[src/rtl/dm_pkg.sv]
// rtl/dm_pkg.sv - Shared register map, bit positions and bus FSM encoding for the debug module slave
package dm_pkg;

   localparam logic [31:0] ADDR_DATA0     = 32'h04;
   localparam logic [31:0] ADDR_DMCONTROL = 32'h10;
   localparam logic [31:0] ADDR_DMSTATUS  = 32'h11;

   localparam int DMCTL_HALTREQ     = 31;
   localparam int DMCTL_RESUMEREQ   = 30;
   localparam int DMCTL_HARTRESET   = 29;
   localparam int DMCTL_HARTSEL_LSB = 16;
   localparam int DMCTL_HARTSEL_W   = 4;
   localparam int DMCTL_DMACTIVE    = 0;

   localparam logic [3:0] DMSTATUS_VERSION = 4'd2;
   localparam int DMS_ANYHALTED      = 8;
   localparam int DMS_ALLHALTED      = 9;
   localparam int DMS_ANYRUNNING     = 10;
   localparam int DMS_ALLRUNNING     = 11;
   localparam int DMS_ANYNONEXISTENT = 14;
   localparam int DMS_ANYRESUMEACK   = 16;
   localparam int DMS_ALLRESUMEACK   = 17;

   typedef enum logic {
      ST_IDLE = 1'b0,
      ST_ACK  = 1'b1
   } bus_state_t;

   // Trace code for a dmcontrol write: halt beats resume beats reset
   function automatic logic [7:0] printf_code(input logic halt, input logic resume, input logic reset);
      if (halt)   return 8'h00;
      if (resume) return 8'h01;
      if (reset)  return 8'h02;
      return 8'h03;
   endfunction

endpackage

[src/rtl/dm_wb_slave_if.sv]
// rtl/dm_wb_slave_if.sv - Wishbone request/response bundle between bus master and debug module slave
interface dm_wb_slave_if #(
   parameter int DATA_WIDTH = 64
);
   logic [31:0]           addr_i;
   logic                  we_i;
   logic [DATA_WIDTH-1:0] data_i;
   logic                  cyc_i;
   logic                  stb_i;
   logic [DATA_WIDTH-1:0] data_o;
   logic                  ack_o;

   modport master (
      output addr_i, we_i, data_i, cyc_i, stb_i,
      input  data_o, ack_o
   );

   modport slave (
      input  addr_i, we_i, data_i, cyc_i, stb_i,
      output data_o, ack_o
   );
endinterface

[src/rtl/dm_hart_ctrl.sv]
// rtl/dm_hart_ctrl.sv - Per-hart halt/reset request levels, one-cycle resume pulse and resumeack tracking
module dm_hart_ctrl (
   input  logic clk_i,
   input  logic rst_i,
   input  logic selected,
   input  logic dmactive,
   input  logic haltreq,
   input  logic hartreset,
   input  logic resume_go,
   input  logic hart_halted,
   output logic halt_req,
   output logic reset_req,
   output logic resume_pulse,
   output logic resume_ack
);

   logic pending_q;

   assign halt_req  = selected & dmactive & haltreq;
   assign reset_req = selected & dmactive & hartreset;

   // Resume pulse for one cycle, then ack once the hart is seen running; a new resume outranks deactivation
   always_ff @(posedge clk_i or posedge rst_i) begin
      if (rst_i) begin
         resume_pulse <= 1'b0;
         pending_q    <= 1'b0;
         resume_ack   <= 1'b0;
      end else if (resume_go) begin
         resume_pulse <= 1'b1;
         pending_q    <= 1'b1;
         resume_ack   <= 1'b0;
      end else if (!dmactive) begin
         resume_pulse <= 1'b0;
         pending_q    <= 1'b0;
         resume_ack   <= 1'b0;
      end else begin
         resume_pulse <= 1'b0;
         if (pending_q && !hart_halted) begin
            resume_ack <= 1'b1;
            pending_q  <= 1'b0;
         end
      end
   end

endmodule

[src/rtl/dm_wb_slave.sv]
// rtl/dm_wb_slave.sv - Debug module Wishbone slave (dmcontrol, dmstatus, dataN); DM_WB_SLAVE_PRINTF_EN adds send_data/printf
module dm_wb_slave
   import dm_pkg::*;
#(
   parameter int DATA_WIDTH = 64,
   parameter int NUM_HARTS  = 4,
   parameter int NUM_DATA   = 2
) (
   input  logic                 clk_i,
   input  logic                 rst_i,
   dm_wb_slave_if.slave         bus,
   input  logic [NUM_HARTS-1:0] hart_halted_i,
   output logic [NUM_HARTS-1:0] haltreq_o,
   output logic [NUM_HARTS-1:0] resumereq_o,
   output logic [NUM_HARTS-1:0] hartreset_o
`ifdef DM_WB_SLAVE_PRINTF_EN
   ,
   output logic [7:0]           send_data,
   output logic                 printf
`endif
);

   bus_state_t state_q, state_d;
   logic req, start, wr_commit, dmctl_wr, resume_go_any;

   logic                       dmactive_q, haltreq_q, hartreset_q;
   logic                       dmactive_d, haltreq_d, hartreset_d;
   logic [DMCTL_HARTSEL_W-1:0] hartsel_q, hartsel_d, wr_hartsel;
   logic [DATA_WIDTH-1:0]      data_q [NUM_DATA];
   logic [DATA_WIDTH-1:0]      data_d [NUM_DATA];

   logic [NUM_HARTS-1:0]  resumeack;
   logic                  hartsel_valid, sel_halted, sel_ack;
   logic [31:0]           dmcontrol_rd, dmstatus;
   logic [DATA_WIDTH-1:0] rdata, data_o_q;
   logic                  ack_q;

   assign req           = bus.cyc_i & bus.stb_i;
   assign start         = (state_q == ST_IDLE) & req;
   assign wr_commit     = start & bus.we_i;
   assign dmctl_wr      = wr_commit & (bus.addr_i == ADDR_DMCONTROL);
   assign wr_hartsel    = bus.data_i[DMCTL_HARTSEL_LSB +: DMCTL_HARTSEL_W];
   assign resume_go_any = dmctl_wr & bus.data_i[DMCTL_RESUMEREQ] & ~bus.data_i[DMCTL_HALTREQ]
                          & bus.data_i[DMCTL_DMACTIVE];
   assign hartsel_valid = ({28'd0, hartsel_q} < 32'(NUM_HARTS));

   // Bus FSM next state: one ack per request, re-arm only after cyc/stb drop
   always_comb begin
      state_d = state_q;
      case (state_q)
         ST_IDLE: if (req)  state_d = ST_ACK;
         ST_ACK:  if (!req) state_d = ST_IDLE;
         default:           state_d = ST_IDLE;
      endcase
   end

   // Bus state, registered ack and read data latched at the accepting edge
   always_ff @(posedge clk_i or posedge rst_i) begin
      if (rst_i) begin
         state_q  <= ST_IDLE;
         ack_q    <= 1'b0;
         data_o_q <= '0;
      end else begin
         state_q <= state_d;
         ack_q   <= (state_d == ST_ACK);
         if (start)
            data_o_q <= rdata;
         else if (state_d == ST_IDLE)
            data_o_q <= '0;
      end
   end

   assign bus.ack_o  = ack_q;
   assign bus.data_o = data_o_q;

   // Post-write register values; a dmcontrol write without dmactive only clears, data is zero while inactive
   always_comb begin
      dmactive_d  = dmactive_q;
      haltreq_d   = haltreq_q;
      hartreset_d = hartreset_q;
      hartsel_d   = hartsel_q;
      if (dmctl_wr) begin
         dmactive_d  = bus.data_i[DMCTL_DMACTIVE];
         haltreq_d   = bus.data_i[DMCTL_HALTREQ]   & bus.data_i[DMCTL_DMACTIVE];
         hartreset_d = bus.data_i[DMCTL_HARTRESET] & bus.data_i[DMCTL_DMACTIVE];
         hartsel_d   = bus.data_i[DMCTL_DMACTIVE] ? wr_hartsel : '0;
      end
      for (int i = 0; i < NUM_DATA; i++) begin
         data_d[i] = dmactive_q ? data_q[i] : '0;
         if (wr_commit && dmactive_q && (bus.addr_i == ADDR_DATA0 + 32'(i)))
            data_d[i] = bus.data_i;
      end
   end

   // Register file update
   always_ff @(posedge clk_i or posedge rst_i) begin
      if (rst_i) begin
         dmactive_q  <= 1'b0;
         haltreq_q   <= 1'b0;
         hartreset_q <= 1'b0;
         hartsel_q   <= '0;
         for (int i = 0; i < NUM_DATA; i++) data_q[i] <= '0;
      end else begin
         dmactive_q  <= dmactive_d;
         haltreq_q   <= haltreq_d;
         hartreset_q <= hartreset_d;
         hartsel_q   <= hartsel_d;
         for (int i = 0; i < NUM_DATA; i++) data_q[i] <= data_d[i];
      end
   end

   // dmcontrol readback (resumereq is write-only) and dmstatus summarised over the selected hart
   always_comb begin
      dmcontrol_rd                 = '0;
      dmcontrol_rd[DMCTL_HALTREQ]   = haltreq_d;
      dmcontrol_rd[DMCTL_HARTRESET] = hartreset_d;
      dmcontrol_rd[DMCTL_HARTSEL_LSB +: DMCTL_HARTSEL_W] = hartsel_d;
      dmcontrol_rd[DMCTL_DMACTIVE]  = dmactive_d;

      sel_halted = 1'b0;
      sel_ack    = 1'b0;
      for (int h = 0; h < NUM_HARTS; h++) begin
         if (hartsel_q == 4'(h)) begin
            sel_halted = hart_halted_i[h];
            sel_ack    = resumeack[h];
         end
      end
      dmstatus      = '0;
      dmstatus[3:0] = DMSTATUS_VERSION;
      if (hartsel_valid) begin
         dmstatus[DMS_ANYHALTED]    = sel_halted;
         dmstatus[DMS_ALLHALTED]    = sel_halted;
         dmstatus[DMS_ANYRUNNING]   = ~sel_halted;
         dmstatus[DMS_ALLRUNNING]   = ~sel_halted;
         dmstatus[DMS_ANYRESUMEACK] = sel_ack;
         dmstatus[DMS_ALLRESUMEACK] = sel_ack;
      end else begin
         dmstatus[DMS_ANYNONEXISTENT] = 1'b1;
      end
   end

   // Read mux over post-write values; unmapped addresses read zero
   always_comb begin
      rdata = '0;
      if (bus.addr_i == ADDR_DMCONTROL)
         rdata[31:0] = dmcontrol_rd;
      else if (bus.addr_i == ADDR_DMSTATUS)
         rdata[31:0] = dmstatus;
      else
         for (int i = 0; i < NUM_DATA; i++)
            if (bus.addr_i == ADDR_DATA0 + 32'(i)) rdata = data_d[i];
   end

   for (genvar h = 0; h < NUM_HARTS; h++) begin : g_hart
      logic selected, resume_go;
      assign selected  = (hartsel_q == 4'(h));
      assign resume_go = resume_go_any & (wr_hartsel == 4'(h));

      dm_hart_ctrl u_hart (
         .clk_i        (clk_i),
         .rst_i        (rst_i),
         .selected     (selected),
         .dmactive     (dmactive_q),
         .haltreq      (haltreq_q),
         .hartreset    (hartreset_q),
         .resume_go    (resume_go),
         .hart_halted  (hart_halted_i[h]),
         .halt_req     (haltreq_o[h]),
         .reset_req    (hartreset_o[h]),
         .resume_pulse (resumereq_o[h]),
         .resume_ack   (resumeack[h])
      );
   end

`ifdef DM_WB_SLAVE_PRINTF_EN
   // Trace every committed dmcontrol write: code byte plus toggle strobe
   always_ff @(posedge clk_i or posedge rst_i) begin
      if (rst_i) begin
         send_data <= 8'h00;
         printf    <= 1'b0;
      end else if (dmctl_wr) begin
         send_data <= printf_code(bus.data_i[DMCTL_HALTREQ], bus.data_i[DMCTL_RESUMEREQ],
                                  bus.data_i[DMCTL_HARTRESET]);
         printf    <= ~printf;
      end
   end
`endif

endmodule

[src/flat_wrapper.sv]
// flat-port wrapper written by rule: the top's interface ports become plain ports
module dm_wb_slave_flat import dm_pkg::*;
#(
   parameter int DATA_WIDTH = 64,
   parameter int NUM_HARTS  = 4,
   parameter int NUM_DATA   = 2
)
  (clk_i, rst_i, hart_halted_i, haltreq_o, resumereq_o, hartreset_o, bus_addr_i, bus_we_i, bus_data_i, bus_cyc_i, bus_stb_i, bus_data_o, bus_ack_o);
  dm_wb_slave_if #(.DATA_WIDTH(DATA_WIDTH)) bus_i ();
  input  logic clk_i;
  input  logic rst_i;
  input  logic [NUM_HARTS-1:0] hart_halted_i;
  output logic [NUM_HARTS-1:0] haltreq_o;
  output logic [NUM_HARTS-1:0] resumereq_o;
  output logic [NUM_HARTS-1:0] hartreset_o;
  input wire logic [$bits(bus_i.addr_i)-1:0] bus_addr_i;
  input wire logic [$bits(bus_i.we_i)-1:0] bus_we_i;
  input wire logic [$bits(bus_i.data_i)-1:0] bus_data_i;
  input wire logic [$bits(bus_i.cyc_i)-1:0] bus_cyc_i;
  input wire logic [$bits(bus_i.stb_i)-1:0] bus_stb_i;
  output wire logic [$bits(bus_i.data_o)-1:0] bus_data_o;
  output wire logic [$bits(bus_i.ack_o)-1:0] bus_ack_o;
  assign bus_i.addr_i = bus_addr_i;
  assign bus_i.we_i = bus_we_i;
  assign bus_i.data_i = bus_data_i;
  assign bus_i.cyc_i = bus_cyc_i;
  assign bus_i.stb_i = bus_stb_i;
  assign bus_data_o = bus_i.data_o;
  assign bus_ack_o = bus_i.ack_o;
  dm_wb_slave #(.DATA_WIDTH(DATA_WIDTH), .NUM_HARTS(NUM_HARTS), .NUM_DATA(NUM_DATA)) u_core (.clk_i(clk_i), .rst_i(rst_i), .bus(bus_i), .hart_halted_i(hart_halted_i), .haltreq_o(haltreq_o), .resumereq_o(resumereq_o), .hartreset_o(hartreset_o));
endmodule
[config.mk]
export PLATFORM = sky130hd
export DESIGN_NAME = dm_wb_slave_flat
export DESIGN_NICKNAME = d
export VERILOG_FILES = /design/src/rtl/dm_pkg.sv /design/src/rtl/dm_wb_slave_if.sv /design/src/rtl/dm_hart_ctrl.sv /design/src/rtl/dm_wb_slave.sv /design/src/flat_wrapper.sv
export SDC_FILE = /design/constraint.sdc
export NUM_CORES = 1
export LEC_CHECK = 0
export BUFFER_PORTS_ARGS = -buffer_cell sky130_fd_sc_hd__buf_2
export CAP_MARGIN = 15
export CELL_PAD_IN_SITES_DETAIL_PLACEMENT = 1
export CELL_PAD_IN_SITES_GLOBAL_PLACEMENT = 1
export CORE_ASPECT_RATIO = 0.8
export CORE_MARGIN = 4
export CORE_UTILIZATION = 47
export CTS_BUF_LIST = sky130_fd_sc_hd__clkbuf_4 sky130_fd_sc_hd__clkbuf_8
export DETAILED_ROUTE_END_ITERATION = 16
export PLACE_DENSITY_LB_ADDON = 0.1
export SLEW_MARGIN = 20
export SYNTH_ARGS = -nofsm -noshare
export SYNTH_HDL_FRONTEND = slang
export SYNTH_SLANG_ARGS = --single-unit
[constraint.sdc]
create_clock -name clk_i -period 15.7 [get_ports clk_i]
set_clock_uncertainty 0.1 [all_clocks]
set_input_delay 0.785 -clock clk_i [delete_from_list [all_inputs] [get_ports clk_i]]
set_output_delay 0.785 -clock clk_i [all_outputs]
set_load 0.05 [all_outputs]
==> impl_metrics.yaml <==
run_status:
  status: "completed"
critical_path:
  worst_ep_arrival_time_ns: 4.10
  crit_family: "simple AND/OR/NAND/NOR gates"
  slowest_stage: "dfrtp_4"
  crit_chain: "nand3_1 > inv_1 > and4_2 > buf_4 > o21ai_0"
  end_kind: "register"
  critPathRequiredTime_ns: 15.98
  worstPathBufferInverterCount: 2
  max_stage_delay_ns: 1.12
  path_class: "reg2reg"
  startpoint_type: "register"
  path_max_fanout: 82
  crit_cells: 5
  reg2regPathDepth: 5
sta:
  post-route-period-util: 0.2432
  hold_ws_ns: 0.1932
  period_minus_slack_ns: 3.818
  maxSlewHeadroom: 0.1968
  timing.fmax_mhz: 261.9
  drv_slew: 0
  hold_viol_final: 0
  worst_pin_slew_ns: 1.194
  setup_violations: 0
  rsz0062_at_grt: "false"
  setup_tns_ns: 0
pwr:
  power.internal_mw: 0.8732
  swShare: 0.2414
  seqPwrFrac: 0.475
  leakagePower_nw: 6.279
  power_density_nw_per_um2: 94.93
  p_sw_mw: 0.2779
  clock_power_share: 0.463
  vdd_drop_max_mv: 0.05366
  power_frac_comb: 0.062
run:
  maxCapViolCount: 0
synthesis:
  synth_edf_count: 0
  syn_inst: 1156
  avgSynthCellArea_sq_um: 9.054
  synth-xor-area-share: 0
  synth-main-ff-cell: "dfrtp_1"
  yosysTopAreaCellShare: 0.5069
  synthTopCellsByArea: "dfrtp_1 51%, nand2_1 12%, mux2i_1 5.9%"
  seq_area_frac_synth: 0.5069
  ys_top_cells_by_count: "332 x nand2_1, 212 x dfrtp_1, 96 x o21ai_0"
  ys_types: 48
  ys_ff_latch: 212
  synth_compound_area_frac: 0.1198
  synth_area_sq_um: 10470
  synthSimpleGateAreaFrac: 0.2546
  synth_mux_area_frac: 0.05929
  synth_area_leader_cell: "dfrtp_1"
  synth_top_family_by_area: "simple AND/OR/NAND/NOR gates"
  yosys.area_share.adder: 0
  yosysMostFrequentCell: "nand2_1"
  yosys_warnings: 0
  syn_nets: 1261
  synth_async_sr_flop_share: 1.000
global_routing:
  grt_pass1_vias: 9263
  grt_usage: 0.2419
  grt_pass1_wl_um: 49290
  antenna_found_initial: 2
  gr-total-overflow: 0
  grt_max_degree: 142
route:
  wl_per_cell_um: 18.77
  drt_iter0_markers: 523
  dr.pass1.iters: 5
  via_per_inst: 5.462
  drt-total-wl_um: 30410
  route.detailed.drc: 0
  vias: 8848
  drt.antenna.violating_nets: 0
floorplan:
  start_util: 0.4814
  fp.dieW_um: 174.8
  dieArea_sq_um: 24730
  row_count: 48
  die_y_um: 141.5
  core_area_sq_um: 21740
  io_pins: 182
finish:
  num-nets-final: 1398
  area_delta_synth_final_pct: 15.85
  drive_gt1_frac: 0.2578
  final_core_util: 0.5577
cts:
  cts_sinks: 212
  cts_tree: "done"
  clockBufferDepth: 3
  clk_latency_ns: 0.52
  ctsHoldBuffers: 0
  post_cts.repair.setup_buffers: 0
  htreeDepth: 2
  cts_root_buffer: "clkbuf_8"
  cts_resized: 0
  cts.clk_slew.worst_paths_ns: 0.06
  cts_made_buffers: 37
place:
  dpl.hpwl_um: 19040
  gp_congestion: 0.7848
  place.port_buffers: 181
worst_hold_path:
  hold_class: "in2async"
-- worst paths after layout --
check,start,endpoint,slack (ns)
setup / recovery,u_core.dmactive_q,u_core.data_q[81],11.88
hold reg to reg,u_core.bus.data_o[14],u_core.bus.data_o[14],0.36
min in group clk_i,u_core.bus.data_o[14],u_core.bus.data_o[14],0.36
max in group asynchronous,rst_i,u_core.data_q[34],13.96
hold / removal,rst_i,u_core.g_hart[3].u_hart.resume_pulse,0.19
setup reg to reg,u_core.dmactive_q,u_core.data_q[81],11.88
-- cells by family after synthesis --
logic type / Yosys count
and+or+nand+nor: 533
AOI/OAI and AO/OA: 234
muxes: 62
DFF: 212
buffers and inverters: 115
-- per-stage QoR --
stage          total power [mW]  setup slack (ns)  std cells  instance area [sq um]
5_1_grt                   1.201             11.58       1619                  12120
6_report                  1.151             11.88       1620                  12130
3_3_place_gp             0.6267             11.63       1553                  11320
2_1_floorplan            0.5954             9.021       1156                  10470
4_1_cts                   1.165             11.84       1618                  12100
3_5_place_dp             0.6274             11.50       1553                  11320
-- flip-flops by register name, summed over array words and instances, names as in the netlist --
register                           cells
u_core.g_hart.u_hart.resume_ack        4
u_core.dmactive_q                      1
u_core.haltreq_q                       1
u_core.hartreset_q                     1
u_core.state_q                         1
u_core.hartsel_q                       4
u_core.data_q                        128
u_core.g_hart.u_hart.resume_pulse      4
u_core.bus.data_o                     64
u_core.g_hart.u_hart.pending_q         4
-- per-layer routing --
metal	track usage	wire length, um	vias to the layer above
li1	-	-	4144
met3	0.04955	1718	40
met4	0.05413	366	2
met2	0.3916	14210	213
met5	0	7	-
met1	0.3403	14100	4449
-- placed cells by master (no fill, tap or decap), types with 17 or more instances in the layout --
cell type	n
dfrtp_1	211
mux2i_1	62
a21oi_1	69
o21ai_1	42
clkbuf_8	49
nand2_1	332
nand3_2	62
nand3_1	18
inv_1	17
buf_2	180
nor2_1	71
o21ai_0	96
-- final cells by class --
cell class | instances | area [sq um]
timing repair buffer | 195 | 1033
inverter | 18 | 75.07
clock inverter | 6 | 30.03
tap | 300 | 375.4
sequential | 212 | 5309
clock buffer | 59 | 749.5
antenna | 1 | 2.502
multi-input combinational | 829 | 4551
fill | 2581 | 9615
-- power groups by stage --
stage	registers, mW	clock network (mW)	logic, mW
after floorplan	0.557	0	0.0380
after global placement	0.557	0	0.0699
after detailed placement	0.557	0	0.0706
after CTS	0.547	0.548	0.0709
after global routing	0.546	0.576	0.0792
final	0.547	0.533	0.0709
Note: power is estimated with default switching activity, not from simulation.
